$ cat config.mk
export PLATFORM = sky130hd
export DESIGN_NAME = mem_arbiter
export DESIGN_NICKNAME = d
export VERILOG_FILES = /design/src/rtl/mem_arbiter.sv
export SDC_FILE = /design/constraint.sdc
export NUM_CORES = 1
export LEC_CHECK = 0
export CAP_MARGIN = 20
export CELL_PAD_IN_SITES_DETAIL_PLACEMENT = 0
export CELL_PAD_IN_SITES_GLOBAL_PLACEMENT = 2
export CORE_AREA = 2 2 163 165
export DETAILED_ROUTE_END_ITERATION = 10
export DIE_AREA = 0 0 165 167
export GPL_TIMING_DRIVEN = 0
export PLACE_DENSITY_LB_ADDON = 0.1
export SYNTH_ARGS = -nofsm -noshare
export SYNTH_HDL_FRONTEND = slang
export SYNTH_SLANG_ARGS = --single-unit
$ cat constraint.sdc
create_clock -name clk -period 1.3 [get_ports clk]
set_input_delay 0.26 -clock clk [delete_from_list [all_inputs] [get_ports clk]]
set_output_delay 0.26 -clock clk [all_outputs]
set_load 0.05 [all_outputs]
$ cat src/rtl/mem_arbiter.sv
// mem_arbiter: two-port (fetch/data) arbiter in front of a registered-read ROM.
// Define MEM_ARB_ROUND_ROBIN_EN for round-robin tie-breaking; otherwise the data port wins ties.
module mem_arbiter #(
  parameter int MEM_DEPTH = 4,
  parameter int MEM_EXTRA = 4
) (
  input  logic                          clk,
  input  logic                          reset,
  input  logic                          req_0,
  input  logic [MEM_DEPTH:0]            addr_0,
  input  logic [MEM_EXTRA-1:0]          extra_0,
  output logic                          gnt_0,
  output logic                          rvalid_0,
  output logic [(2**MEM_EXTRA)*8-1:0]   rdata_0,
  output logic                          rerror_0,
  input  logic                          req_1,
  input  logic [MEM_DEPTH:0]            addr_1,
  input  logic [MEM_EXTRA-1:0]          extra_1,
  output logic                          gnt_1,
  output logic                          rvalid_1,
  output logic [(2**MEM_EXTRA)*8-1:0]   rdata_1,
  output logic                          rerror_1,
  output logic [MEM_DEPTH:0]            mem_addr,
  output logic [MEM_EXTRA-1:0]          mem_extra,
  input  logic [(2**MEM_EXTRA)*8-1:0]   mem_data,
  input  logic                          mem_error,
  output logic                          busy
);
  typedef enum logic {IDLE, WAIT} state_t;
  state_t                 r_state, w_next;
  logic                   r_owner;
  logic [MEM_DEPTH:0]     r_addr;
  logic [MEM_EXTRA-1:0]   r_extra;
  logic                   w_win, w_gnt, w_wait;
`ifdef MEM_ARB_ROUND_ROBIN_EN
  logic r_ptr;
  assign w_win = (req_0 & req_1) ? r_ptr : req_1;
  always_ff @(posedge clk) begin
    if (reset) r_ptr <= 1'b0;
    else if (w_gnt) r_ptr <= ~w_win;
  end
`else
  assign w_win = req_1;
`endif
  assign w_gnt  = ~reset & (r_state == IDLE) & (req_0 | req_1);
  assign w_wait = ~reset & (r_state == WAIT);
  assign busy   = w_wait;
  assign w_next = w_gnt ? WAIT : IDLE;
  // Reset gates every output combinationally, so a response in flight is dropped.
  always_comb begin
    gnt_0     = w_gnt & ~w_win;
    gnt_1     = w_gnt & w_win;
    mem_addr  = w_wait ? r_addr : w_gnt ? (w_win ? addr_1 : addr_0) : '0;
    mem_extra = w_wait ? r_extra : w_gnt ? (w_win ? extra_1 : extra_0) : '0;
    rvalid_0  = w_wait & ~r_owner;
    rvalid_1  = w_wait & r_owner;
    rdata_0   = rvalid_0 ? mem_data : '0;
    rdata_1   = rvalid_1 ? mem_data : '0;
    rerror_0  = rvalid_0 & mem_error;
    rerror_1  = rvalid_1 & mem_error;
  end
  always_ff @(posedge clk) begin
    if (reset) begin
      r_state <= IDLE;
      r_owner <= 1'b0;
      r_addr  <= '0;
      r_extra <= '0;
    end else begin
      r_state <= w_next;
      if (w_gnt) begin
        r_owner <= w_win;
        r_addr  <= mem_addr;
        r_extra <= mem_extra;
      end
    end
  end
endmodule
## Yosys cells after proc, flatten, opt, wreduce, memory -nomap -nowiden

Index checks and enable logic that the tools add are counted.

| storage, ports and cells | value |
|---|---|
| bits of input ports | 151 |
| word-level logic and storage cells | 27 |
| register bits | 11 |
| output and inout port bits | 272 |

| operators by class | value |
|---|---|
| muxes and demuxes | 9 |
| bitwise operators | 14 |

Operator list:

| operator | count |
|---|---|
| 128-bit two-way mux | 2 |
| 5-bit two-way mux | 3 |
| 4-bit two-way mux | 3 |
| 1-bit AND | 9 |
| 1-bit NOT | 4 |
| 1-bit two-way mux | 1 |
| 1-bit OR | 1 |

## Depth between registers and ports, before layout

Gate-level depths: netlist of the first run.

| logic depth | value |
|---|---|
| depth after elaboration | 5 |
| gate-level depth with buffers | 5 |
| gate-level depth less buffers | 3 |

## Worst setup path before layout of the first run

Ideal clock, no wire load.

| timing path | value |
|---|---|
| path kind | flip-flop to output port |
| start point | register r_state |
| end point | output gnt_0 |
| stages on the path, launching flop included | 4 |
| arrival time | 1.890 ns |
| setup slack | -0.850 ns |
| buffers on the path | 1 |
| cells stage by stage | dfxtp_1 -> or2_4 -> buf_2 -> nor3b_1 |

| between the ends | value |
|---|---|
| cells in the longest elaborated chain, start to end | 4 |

RTL lines:

| element | RTL line | source |
|---|---|---|
| from (decl) | 30 | `state_t r_state, w_next;` |
| from (signal assigned) | 69 | `r_state <= w_next;` |
| 1-bit NOT | 45 | `assign w_gnt = ~reset & (r_state == IDLE) & (req_0 \| req_1);` |
| 1-bit AND (2 in a row) | 45 |  |
| 1-bit AND | 51 | `gnt_0 = w_gnt & ~w_win;` |
| to (decl) | 12 | `output logic gnt_0,` |

Every way passes these cells.

## Final worst setup path of the first run

| timing path | value |
|---|---|
| start point | register r_state |
| end point | output rdata_0[44] |

| between the ends | value |
|---|---|
| cells in the longest elaborated chain, start to end | 3 |

RTL lines:

| element | RTL line | source |
|---|---|---|
| 1-bit AND | 46 | `assign w_wait = ~reset & (r_state == WAIT);` |
| 1-bit AND | 55 | `rvalid_0 = w_wait & ~r_owner;` |
| 128-bit two-way mux | 57 | `rdata_0 = rvalid_0 ? mem_data : '0;` |
| to (decl) | 14 | `output logic [(2**MEM_EXTRA)*8-1:0] rdata_0,` |

Every way passes these cells.

==> run summary, run 1 <==
Headroom to the max-slew limit came out at 83.8%. The detail route stage leaves a number of antenna-violating nets equal to 0. The leading cell type by number of instances after synthesis is sky130_fd_sc_hd__and2_1. The static power due to leakage is 4.27 nW. The maximum root-to-sink buffer count is 2. The average routed wire per standard cell came out at 20.3 µm. The part of the cycle the worst path needs came out at 147%. The number of hold violations in the final report is 0. The number of pins exceeding their max-slew limit in the final report was 0. The type of element launching the critical path is a register. The final total power is 3.73 mW. The count of TritonRoute iterations in the first routing pass is 4. In this run the power density over the cells is 402 nW/µm². The post-DP HPWL is 19,700 µm. The die extent in x came out at 165 µm. The initial antenna violation count came out at 4.

The combined global-route utilization of all metal layers came out at 15.2%. The critical path goes through nor2b_4 -> and2b_4 -> buf_12 -> buf_6 -> and2_2 -> buf_6. The post-route cell area is 9290 µm².

The number of buffers inserted during clock tree synthesis is 3. The via count of the first global-routing pass is 4,476. The most used flip-flop cell after synthesis is sky130_fd_sc_hd__dfxtp_1.

Counting I/O delays and the setup requirement, the final critical path takes 1.92 ns. Compared with the post-synthesis result, the final layout area differs by 285%. In this run the worst hold path is classified as in -> reg. The TritonCTS sink count is 11. The floorplan has 59 rows. The H-tree depth came out at 1. The peak clock frequency supported by timing is 522 MHz. At the worst endpoint, the required time is 1.04 ns. The worst setup path is of the reg -> out kind.

In this run the cell area measured after placement is 7930 µm². In this design, the largest share of critical-path delay is due to simple AND/OR/NAND/NOR gates. Setup repair after global routing could not meet its margin everywhere. The critical path buffer and inverter count came out at 3. The number of nets handed over by synthesis was 526.

The fraction of the yosys area taken by sequential cells is 9.13%. The setup-violating endpoint count in the final report is 273. The slowest stage of the critical path is the sky130_fd_sc_hd__dfxtp_2 cell. The largest incremental delay on the critical path came out at 0.32 ns.

After synthesis the netlist holds a flip-flop and latch count of 11. In this run the cell area of the synthesized design comes to 2410 µm². sky130_fd_sc_hd__and2_1 takes more of the synthesized area than any other cell. The number of remaining DRC errors is 0. The net count of the finished layout is 972. The wire length of the first global-routing pass came out at 31,100 µm. In this run, the number of DRC markers left after iteration 0 of detailed routing was 115. The count of cells in the finished layout, fillers not included, comes to 1,157. After synthesis, the most frequently instantiated cells are sky130_fd_sc_hd__and2_1 (130), sky130_fd_sc_hd__and3_1 (129), sky130_fd_sc_hd__clkbuf_1 (28). Sorting the synthesized cells by area gives the leading types as sky130_fd_sc_hd__and2_1 (34%), sky130_fd_sc_hd__and3_1 (33%), sky130_fd_sc_hd__dfxtp_1 (9.1%). The distinct cell type count after synthesis is 21. The clock latency at the later pin of the worst-skew pair is 0.24 ns. Along the worst path, the maximum fanout reaches 10. The area of the die came out at 27,600 µm². Clock-pin slew was measured on the worst setup and hold paths at 0.04 ns.

The residual overflow from global routing came out at 0. VDD sags by at most 0.000357 V. The number of hold buffers added after CTS was 0. Dividing the detail-routed via count by the number of cells gives 3.87. The post-placement cell count came out at 1,130. The routed design has 23,500 µm of wire. The TritonCTS clock tree is done. The number of primary I/O pins is 423.

The tree is rooted in a sky130_fd_sc_hd__clkbuf_16. The cell occurring most often along the worst timing path is sky130_fd_sc_hd__buf_6. The checks that failed: setup timing. After floorplanning, the core was sized to cover 25,800 µm². The routed layout has 4,477 vias. For the final routed database, the setup TNS stands at -145.06 ns. The count of maximum capacitance violations is 0. At the pin with the least slew margin, the transition time is 0.243 ns.

The number of port buffers came out at 420. Entering global routing, the biggest net connects 11 pins. The final weighted congestion of routability-driven global placement came out at 0.813.

Counting flops with a built-in enable in the synthesized netlist gives 0. Cells fill 36.1% of the core in the end. The mean instance size in the synthesized netlist is 6.43 µm².

At the worst endpoint, the arrival time is 1.66 ns. During synthesis, Yosys emitted a total of 0 warnings. Between clock sinks in the finished design, the worst skew comes to 0.00352 ns. The synthesized design devotes to its leading area cell type 33.7% of total area. The slack of the critical path came out at -0.617 ns. The die is 167 µm tall.

The flow ran to the end, but the final reports show violations. The number of instances in the synthesized netlist came out at 375. The async set-reset flop share out of synthesis came out at 0%. The effective utilization at floorplan came out at 9.36%.

The share of post-route cells with drive strength above 1 is 77.2%. The element type at the critical path end is an output port.
metal layers:
| metal | vias to the layer above | GRT usage (%) | share of wire, % |
|---|---|---|---|
| li1 | 2155 | - | - |
| met1 | 2105 | 16.0 | 36 |
| met2 | 194 | 30.3 | 56 |
| met3 | 17 | 3.84 | 7.7 |
| met4 | 6 | 1.85 | 0.77 |
| met5 | - | 0 | 0.17 |
flip-flops by register name (all words and copies together) (netlist names):
signal and cells:
r_addr 5, r_extra 4, r_owner 1, r_state 1
through the flow:
stage / hold WS, ns / worst slack (ns)
floorplan: 0.329 / -0.185
global placement: 0.434 / -1.68
detailed placement: 0.450 / -1.69
CTS: 0.337 / -0.656
global route: 0.309 / -0.689
finish: 0.283 / -0.617
kinds of logic (layout without fill, tap and decap cells):
group | Yosys count | after routing | synth area share [%]
and+or+nand+nor | 286 | 286 | 73.8
AOI/OAI and AO/OA | 27 | 27 | 7.37
muxes | 2 | 2 | 0.830
buffers and inverters | 49 | 494 | 8.87
other | 0 | 2 | 0
DFF | 11 | 11 | 9.13
timing repair:
action | 4_1_cts | 5_1_grt
endpoints found under the setup margin | 281 | 272
gates resized for setup | 1677 | 502
pin swaps | 0 | 17
buffers inserted | 0 | 16
cloned | 0 | 5
path summary, 6_finish.rpt:
kind,from,endpoint,slack (ns),cells past startpoint
max reg2reg,r_state$_SDFF_PP0_,r_extra[1]$_SDFFE_PP0P_,-0.07,4
max,r_state$_SDFF_PP0_,rdata_0[44],-0.62,6
min,reset,r_addr[2]$_SDFFE_PP0P_,0.28,2
min reg2reg,r_addr[1]$_SDFFE_PP0P_,r_addr[1]$_SDFFE_PP0P_,0.46,1
report_power, final:
| group | leakage [nW] | internal, mW | total, mW | switching, mW |
|---|---|---|---|---|
| clock network | 0.0382 | 0.413 | 0.575 | 0.162 |
| registers | 0.0913 | 0.366 | 0.385 | 0.0193 |
| logic | 4.14 | 1.33 | 2.77 | 1.44 |
| total | 4.27 | 2.11 | 3.73 | 1.63 |
worst reg2reg max path: stages (launching register included):
cell,delay [ns]
sky130_fd_sc_hd__dfxtp_2,0.31
sky130_fd_sc_hd__buf_4,0.12
sky130_fd_sc_hd__or2_4,0.28
sky130_fd_sc_hd__or3_4,0.44
sky130_fd_sc_hd__a21oi_1,0.15
cell type report:
cell class | instances | area (µm²)
Antenna cell | 2 | 5.00
Inverter | 1 | 3.75
Timing Repair Buffer | 441 | 5190
Multi-Input combinational cell | 315 | 2850
Fill cell | 2629 | 16500
Sequential cell | 11 | 223
Clock buffer | 4 | 78.8
Tap cell | 335 | 419
Buffer | 48 | 522
cell usage in the layout (no fill, tap or decap), drive strengths merged:
cell / n
a21o: 15
a21oi: 9
and2: 130
and2b: 1
and3: 129
buf: 317
clkbuf: 29
clkdlybuf4s50: 147
dfxtp: 11
diode: 2
inv: 1
mux2i: 2
nand2: 11
nand3b: 7
nor2: 3
nor2b: 1
nor3b: 1
o21ai: 2
o21ba: 1
or2: 1
or3: 2
Power figures use the tool's default switching activity.
==> run 2, diff against run 1 <==
REMOVE_ABC_BUFFERS = 1   (was not set)
==> run summary, run 2 (synthesis results as in run 1) <==
The worst hold path terminates at r_extra[1]$_SDFFE_PP0P_. The setup-violating endpoint count in the final report is 275 (+0.73%). The power density normalized to cell area is 399 nW/µm² (-0.59%). The part of the cycle the worst path needs came out at 174% (+27 points). The setup path with the least slack is of type reg -> out. The endpoint of the lowest-slack register-to-register path is r_addr[3]$_SDFFE_PP0P_. CTS placed an instance of sky130_fd_sc_hd__clkbuf_16 at the clock tree root.

The final cell count without fillers came to 1,236 (+6.8%). The run finished, with violations left. The clock latency at the later pin of the worst-skew pair is 0.24 ns (about the same). The starting DRC count in detailed routing came out at 128 (+11%). The shortest clock period the worst path allows after layout came out at 2.26 ns (+0.345 ns). The number of remaining DRC errors is 0 (unchanged). The worst voltage drop across the vdd grid is 0.000616 V (+72%). The library cells used most frequently in the layout, excluding fill and tap cells, are sky130_fd_sc_hd__buf_8 (183), sky130_fd_sc_hd__clkdlybuf4s50_1 (147), sky130_fd_sc_hd__and2_4 (129), sky130_fd_sc_hd__and3_4 (129), sky130_fd_sc_hd__buf_6 (123). The share of post-route cells with drive strength above 1 was 77.9% (+0.67 points). The maximum number of pins on one net before global-route repair was 26 (+15). The count of hold-fix buffers inserted at cts was 0 (unchanged).

The number of primary I/O pins came to 423 (unchanged). The logic depth of the worst register-to-register path came out at 10 (+6). The final layout net count is 1,051 (+8.1%). The post-placement cell count is 1,089 (-3.6%).

The via count is 5,020 (+12%). The wire length of the first global-routing pass is 36,600 µm (+18%). The critical path goes through nor2b_4 -> buf_12 -> buf_12 -> and2b_4 -> buf_12 -> buf_12 -> buf_8 -> buf_16 -> buf_6 -> and2_4 -> buf_12. The worst register-to-register path begins at r_state$_SDFF_PP0_. The static power due to leakage came out at 5.08 nW (+19%). r_addr holds more flip-flops than any other register.

The worst min-delay path category is in -> reg. The maximum root-to-sink buffer count was 2 (unchanged). The hold path startpoint is reset.

The total negative setup slack came out at -192.91 ns (-47.85 ns). The critical path required time is 1.04 ns (about the same). The largest registers in the layout are r_addr x5, r_extra x4. The number of port buffers came to 422 (+0.48%). The checks that failed: setup timing.

The post-DP HPWL came out at 15,300 µm (-22%). The H-tree depth came out at 1 (unchanged). The initial antenna violation count came out at 2 (-2). The residual overflow from global routing is 0 (unchanged). The arrival time of data at the critical path endpoint came to 2.00 ns (+0.34 ns). The core area came to 25,800 µm² (unchanged). The site row count is 59 (unchanged). The number of nets with antenna violations after detailed routing was 0 (unchanged). The TritonCTS clock tree is done. The TritonCTS sink count was 11 (unchanged). The count of TritonRoute iterations in the first routing pass is 4 (unchanged). The average routed wire per standard cell is 22.5 µm (+11%). The largest incremental delay on the critical path came out at 0.31 ns (about the same).

The number of buffers inserted during clock tree synthesis came out at 3 (unchanged). The area of the die is 27,600 µm² (unchanged). The number of vias per cell is 4.06 (+5.0%).

The worst max-slew margin expressed relative to the limit came to 74.1% (-9.7 points). The slew at the pin closest to its max-slew limit is 0.389 ns (+0.146 ns). The worst setup path is captured at an output port. The number of pins exceeding their max-slew limit in the final report came out at 0 (unchanged). The final total power came to 4.57 mW (+22%). The number of hold violations in the final report is 0 (unchanged). The die extent in x is 165 µm (unchanged).

Counting stages on the worst path, the most repeated cell is sky130_fd_sc_hd__buf_12. The slack of the critical path is -0.962 ns (-0.345 ns). The kind of cell with the highest combined delay along the critical path is buffers and inverters. The final weighted congestion of routability-driven global placement came out at 0.801 (-1.5%). The total length of routed wires came to 27,900 µm (+19%). Setup repair after global routing could not meet its margin everywhere. The highest fanout seen on the critical path is 4 (-6). The setup clock skew after layout is 0.00136 ns (-0.00216 ns). STA classifies the critical path startpoint as a register.

The combined global-route utilization of all metal layers came out at 18.4% (+3.2 points). The effective utilization at floorplan came out at 9.36% (unchanged). For this design, the slowest cell found on the critical path is sky130_fd_sc_hd__dfxtp_2. The leading cell type in the layout, fill and taps excluded is sky130_fd_sc_hd__buf_8.

The critical path buffer and inverter count came out at 8 (+5). The register-to-register path setup slack came out at -0.26 ns (-0.19 ns). The peak clock frequency supported by timing is 442 MHz (-15%). The layout overhead on the synthesized area is 374%.

The flip-flop count of the largest register, all copies and words added is 5 (unchanged). The cell depth of the worst min-delay path came to 2 (unchanged). The via count of the first global-routing pass came out at 5,146 (+15%). The vertical extent of the die is 167 µm (unchanged).

The count of maximum capacitance violations is 0 (unchanged). The clock transition at the register clock pins on the worst setup and hold paths after CTS was 0.04 ns (about the same). The depth of the critical timing path with buffers and inverters included came out at 11 (+5).
[run 2: cell types whose count changed in the layout (fill, tap and decap cells not counted), sizes merged]
cell	previous run	this run
or2	1	2
buf	317	405
bufbuf	0	3
and2b	1	6
clkdlybuf4s15	0	1
dlygate4sd2	0	1
clkbuf	29	9
[run 2: timing repair]
item	4_1_cts	5_1_grt
gates cloned	39	5
setup endpoints to repair	283	275
buffers inserted	83	29
pin swaps	53	48
gates resized for setup	2102	400
[run 2: area by class of cell]
type                       instances  area (µm²)
fill                            2379       14300
timing repair buffer             562        7640
multi-input combinational        321        3070
tap                              335         419
sequential                        11         225
clock buffer                       4        78.8
antenna                            2        5.00
inverter                           1        3.75
[run 2: layer usage]
layer	up-vias	GRT usage, %	share of wire [%]
li1	2344	-	-
met1	2433	20.7	38
met2	229	36.9	56
met3	14	2.62	6.0
met4	0	1.85	0.74
met5	-	0	0
[run 2: how the worst max path moves through the flow]
stage / startpoint / end / slack, ns
after global routing: r_state$_SDFF_PP0_ / rdata_0[60] / -1.00
after global placement: reset / rdata_0[119] / -4.43
after CTS: r_state$_SDFF_PP0_ / rdata_0[115] / -1.11
after detailed placement: reset / rdata_0[119] / -2.50
final: r_state$_SDFF_PP0_ / rdata_0[60] / -0.96
after floorplan: r_state$_SDFF_PP0_ / rdata_0[0] / -2.01
[run 2: power by group]
| group | switching [mW] | total (mW) | internal [mW] |
|---|---|---|---|
| clock | 0.151 | 0.563 | 0.412 |
| sequential | 0.0189 | 0.384 | 0.365 |
| combinational | 1.70 | 3.62 | 1.92 |
| total | 1.87 | 4.57 | 2.70 |
[run 2: metrics by stage]
step	cell area (µm²)	hold slack [ns]	utilization (%)	setup slack [ns]
CTS	10200	0.388	39.6	-1.11
global placement	6850	0.437	26.6	-4.43
global route	11400	0.417	44.4	-1.00
floorplan	2200	0.329	-	-2.01
detailed placement	6960	0.442	27.0	-2.50
finish	11400	0.397	44.4	-0.962
